===== src/rtl/three.sv =====
// Registered 4-input threshold detector.
// Each accepted sample {x1,x2,x3,x4} is reduced to its ones-count and compared
// against THRESHOLD. The decision, the count and a one-cycle valid strobe are
// registered. A saturating counter tracks how many accepted samples hit the
// threshold, with a synchronous clear that wins over a same-edge hit.
module three #(
    parameter int THRESHOLD = 3,   // legal range 0..4
    parameter int HIT_W     = 8
) (
    input  logic             clk,
    input  logic             rst,
    input  logic             in_valid,
    input  logic             x1,
    input  logic             x2,
    input  logic             x3,
    input  logic             x4,
    input  logic             hit_clr,
    output logic             f,
    output logic [2:0]       ones_count,
    output logic             f_valid,
    output logic [HIT_W-1:0] hit_count
);

    // The threshold is held one bit wider than the count so that the "at
    // least THRESHOLD" test can be written as (cnt + 1) > THRESHOLD, which
    // stays a genuine comparison even when THRESHOLD is 0.
    localparam logic [3:0]       THR     = 4'(THRESHOLD);
    localparam logic [HIT_W-1:0] HIT_MAX = {HIT_W{1'b1}};

    logic [2:0] cnt;
    logic       hit;

    // Ones-count of the current inputs and its threshold decision.
    always_comb begin
        cnt = {2'b00, x1} + {2'b00, x2} + {2'b00, x3} + {2'b00, x4};
        hit = ({1'b0, cnt} + 4'd1) > THR;
    end

    // Sample register: capture count and decision only on accepted samples,
    // so unknown inputs during idle cycles never reach the outputs.
    // NOTE: state is updated with non-blocking assignments so every register
    // sees the pre-edge values of the others; the async reset is in the
    // sensitivity list so outputs clear without waiting for a clock edge.
    always_ff @(posedge clk or posedge rst) begin
        if (rst) begin
            f          <= 1'b0;
            ones_count <= 3'd0;
            f_valid    <= 1'b0;
        end else begin
            f_valid <= in_valid;
            if (in_valid) begin
                f          <= hit;
                ones_count <= cnt;
            end
        end
    end

    // Saturating hit counter; a clear on the same edge drops that sample's hit.
    always_ff @(posedge clk or posedge rst) begin
        if (rst) begin
            hit_count <= '0;
        end else if (hit_clr) begin
            hit_count <= '0;
        end else if (in_valid && hit && (hit_count != HIT_MAX)) begin
            hit_count <= hit_count + 1'b1;
        end
    end

endmodule


===== config.mk =====
export PLATFORM = sky130hd
export DESIGN_NAME = three
export DESIGN_NICKNAME = d
export VERILOG_FILES = /design/src/rtl/three.sv
export SDC_FILE = /design/constraint.sdc
export NUM_CORES = 1
export LEC_CHECK = 0
export CAP_MARGIN = 20
export CELL_PAD_IN_SITES_DETAIL_PLACEMENT = 1
export CELL_PAD_IN_SITES_GLOBAL_PLACEMENT = 1
export CORE_MARGIN = 4
export CORE_UTILIZATION = 35
export CTS_BUF_LIST = sky130_fd_sc_hd__clkbuf_8 sky130_fd_sc_hd__clkbuf_16
export DETAILED_ROUTE_END_ITERATION = 10
export PLACE_DENSITY = 0.76
export REMOVE_ABC_BUFFERS = 1
export SYNTH_ARGS = -nofsm -noshare
export SYNTH_HDL_FRONTEND = slang
export SYNTH_SLANG_ARGS = --single-unit

===== constraint.sdc =====
create_clock -name clk -period 2.5 [get_ports clk]
set_clock_uncertainty 0.1 [all_clocks]
set_input_delay 0.5 -clock clk [delete_from_list [all_inputs] [get_ports clk]]
set_output_delay 0.5 -clock clk [all_outputs]
set_load 0.02 [all_outputs]

==> impl_metrics.json <==
{
  "status": "complete, but fails checks",
  "failed_checks": "negative setup slack",
  "path_max_fanout": 6,
  "diodes": 0,
  "antenna_found_initial": 0,
  "yosysSeqAreaShare_pct": 48.9,
  "finalCritPeriodShare_pct": 100,
  "place.gp.congestion": 0.738,
  "hold_viol_final": 0,
  "dieArea_mm2": 0.00266,
  "ys_warn_count": 0,
  "dieHeight_um": 51.6,
  "post_drt_wl_per_cell_um": 14.9,
  "drt_wl_total_um": 1700,
  "ys_seq_elements": 13,
  "p_sw_mw": 0.162,
  "chipWidth_um": 51.6,
  "synthToLayoutAreaGrowth_pct": 55.5,
  "rows": 15,
  "drv_slew": 0,
  "postLayoutCellArea_mm2": 0.00103,
  "period_needed_ns": 2.51,
  "start_util_pct": 37.7,
  "grt_pass1_wl_um": 2980,
  "firstDrtPassIters": 4,
  "dp_worst_setup_slack_ns": -0.732,
  "final.setup.tns_ns": -0.0118,
  "end_kind": "flop",
  "cellPowerDensity_mw_per_mm2": 562,
  "fmax_mhz": 398,
  "core_mm2": 0.00176,
  "crit_type": "input port to flop",
  "fin_hold_ws_ns": 0.408,
  "yosysTopAreaCell": "dfrtp_1",
  "boundaryPins": 21,
  "utilization_pct": 58.7,
  "cp.arrival_ns": 2.58,
  "synth_cell_type_count": 21,
  "dp_hpwl_um": 1180,
  "p_sw_share_pct": 27.8,
  "seqPwrFrac_pct": 41.0,
  "setup_viol": 1,
  "start_kind": "input port",
  "total_power_mw": 0.582,
  "clock_latency_ns": 0.24,
  "relSlewSlack_pct": 67.7,
  "grt_pass1_vias": 678,
  "maxCapViolations": 0,
  "viasPerCell": 5.04,
  "cts_tree": "yes",
  "clk_pin_slew_ns": 0.06,
  "cts_root_buf": "clkbuf_8",
  "hold_buffers": 0,
  "grt_overflow": 0,
  "ir_worst_vdd_mv": 0.389,
  "cpPeakStageDelay_ns": 0.55,
  "portBuffers": 20,
  "dp.cells": 108,
  "grt_max_degree": 14,
  "path_common_cell": "ha_4",
  "critPathRequiredTime_ns": 2.57,
  "combPwrFrac_pct": 27.4,
  "hold_path_startpoint": "ones_count[0]",
  "holdCritPathClass": "flop to flop",
  "leakage_nw": 0.447,
  "cts_sinks": 13,
  "drc": 0,
  "antenna_left": 0,
  "clockBufferDepth": 2,
  "htreeDepth": 1,
  "crit_slowest_cell": "fa_1",
  "dpl-instance-area_um2": 912,
  "drt-initial-drc-count": 3,
  "syn_area_per_cell_um2": 10.9,
  "rsz0062_at_grt": "yes",
  "grt_util_all_layers_pct": 15.0,
  "route.vias.total": 574,
  "crit_start": "x2",
  "setup_ws_ns": -0.0118,
  "stdcell_count": 114,
  "crit_chain": "buf_6, inv_4, fa_1, inv_2, ha_4, ha_4, a21o_1, o211ai_4, or4_4, a21oi_2",
  "netlist_area_um2": 666,
  "numCtsBuffers": 3,
  "pwr-share-clk_pct": 31.6,
  "intPower_mw": 0.420,
  "yosysTopAreaCellShare_pct": 48.9,
  "tightest_slew_ns": 0.484,
  "rr_startpoint": "hit_count[0]",
  "fin_nets": 102,
  "netlist_instances": 61,
  "drive_above_1_share_pct": 32.6,
  "synthTopCellsByArea": "dfrtp_1 (49%), mux2_2 (6.8%), ha_1 (5.6%)"
}
power by group through the flow:
stage               Sequential, mW  Clock (mW)  Combinational, mW
floorplan                    0.264           0             0.0436
global placement             0.242           0              0.133
detailed placement           0.243           0              0.135
CTS                          0.239       0.190              0.151
global route                 0.242       0.207              0.173
finish                       0.239       0.184              0.159
cells in the mapped netlist:
| library cell | number |
|---|---|
| xor2_1 | 1 |
| dfrtp_1 | 13 |
| o211ai_2 | 1 |
| or4_1 | 3 |
| mux2_2 | 4 |
| fa_1 | 1 |
| nor2_1 | 2 |
| o31ai_1 | 3 |
| nand2_1 | 2 |
| mux2i_1 | 1 |
| o21ai_0 | 3 |
| nand3_1 | 4 |
| inv_1 | 7 |
| nand4_2 | 1 |
| a21o_1 | 1 |
| ha_1 | 3 |
| buf_1 | 1 |
| or3_1 | 2 |
| a21oi_1 | 6 |
| buf_6 | 1 |
| or3_2 | 1 |
worst max-delay path, delay by kind of cell:
family	cells	cell delay, ns
AOI/OAI and AO/OA	3	0.46
adders and majority gates	3	0.97
buffers and inverters	3	0.15
and+or+nand+nor	1	0.50
state kept, by name (all words and copies together), names as in the netlist:
name / flops
ones_count: 3
f_valid: 1
hit_count: 8
f: 1
final timing paths:
kind	endpoint	cells after the start	slack, ns
setup / recovery	hit_count[7]	10	-0.01
hold / removal	ones_count[0]	1	0.41
setup reg to reg	hit_count[7]	5	0.68
hold reg to reg	ones_count[0]	1	0.41
max in group asynchronous	ones_count[2]	2	1.48
min in group asynchronous	hit_count[1]	2	0.49
layout make-up:
class / instances / area, um2
Fill cell: 206 / 729
Multi-Input combinational cell: 40 / 369
Sequential cell: 13 / 325
Timing Repair Buffer: 25 / 235
Clock buffer: 3 / 41.3
Tap cell: 25 / 31.3
Inverter: 7 / 28.8
Clock inverter: 1 / 3.75
layer usage:
layer	GRT usage [%]	part of all wire [%]	up-vias
li1	-	-	279
met1	19.4	47	284
met2	24.6	50	11
met3	2.58	3.3	0
met4	6.55	0	0
met5	0	0	-
cell families (layout without fill, tap and decap cells):
logic type | count (synthesis) | after routing | share of synthesized area (%)
multiplexers | 5 | 5 | 8.27
AND/OR/NAND/NOR | 15 | 15 | 13.5
XOR/XNOR | 1 | 1 | 1.32
adder cells (fa/ha/maj) | 4 | 4 | 8.65
buffers and inverters | 9 | 36 | 6.20
flip-flops | 13 | 13 | 48.9
AO/OA/AOI/OAI | 14 | 15 | 13.2
cell usage in the layout, fill, tap and decap left out, types with 2 or more instances in the layout:
master           netlist  layout
a21oi_1                6       3
a21oi_2                0       3
buf_4                  0       5
buf_6                  1       2
clkbuf_8               0       3
clkdlybuf4s50_1        0      17
dfrtp_1               13      13
ha_4                   0       2
inv_1                  7       5
inv_2                  0       2
mux2_2                 4       4
nand2_1                2       2
nand3_1                4       4
nor2_1                 2       2
o21ai_0                3       3
o31ai_1                3       2
or3_1                  2       2
or4_1                  3       2
repair_timing:
| action | CTS | global route |
|---|---|---|
| endpoints found under the hold margin | 0 | 0 |
| cloned | 1 | 0 |
| endpoints found under the setup margin | 9 | 5 |
| setup buffers | 1 | 0 |
| resized for setup | 15 | 11 |
| pin swaps | 6 | 8 |
No activity file was read; power rests on OpenSTA's default activity.
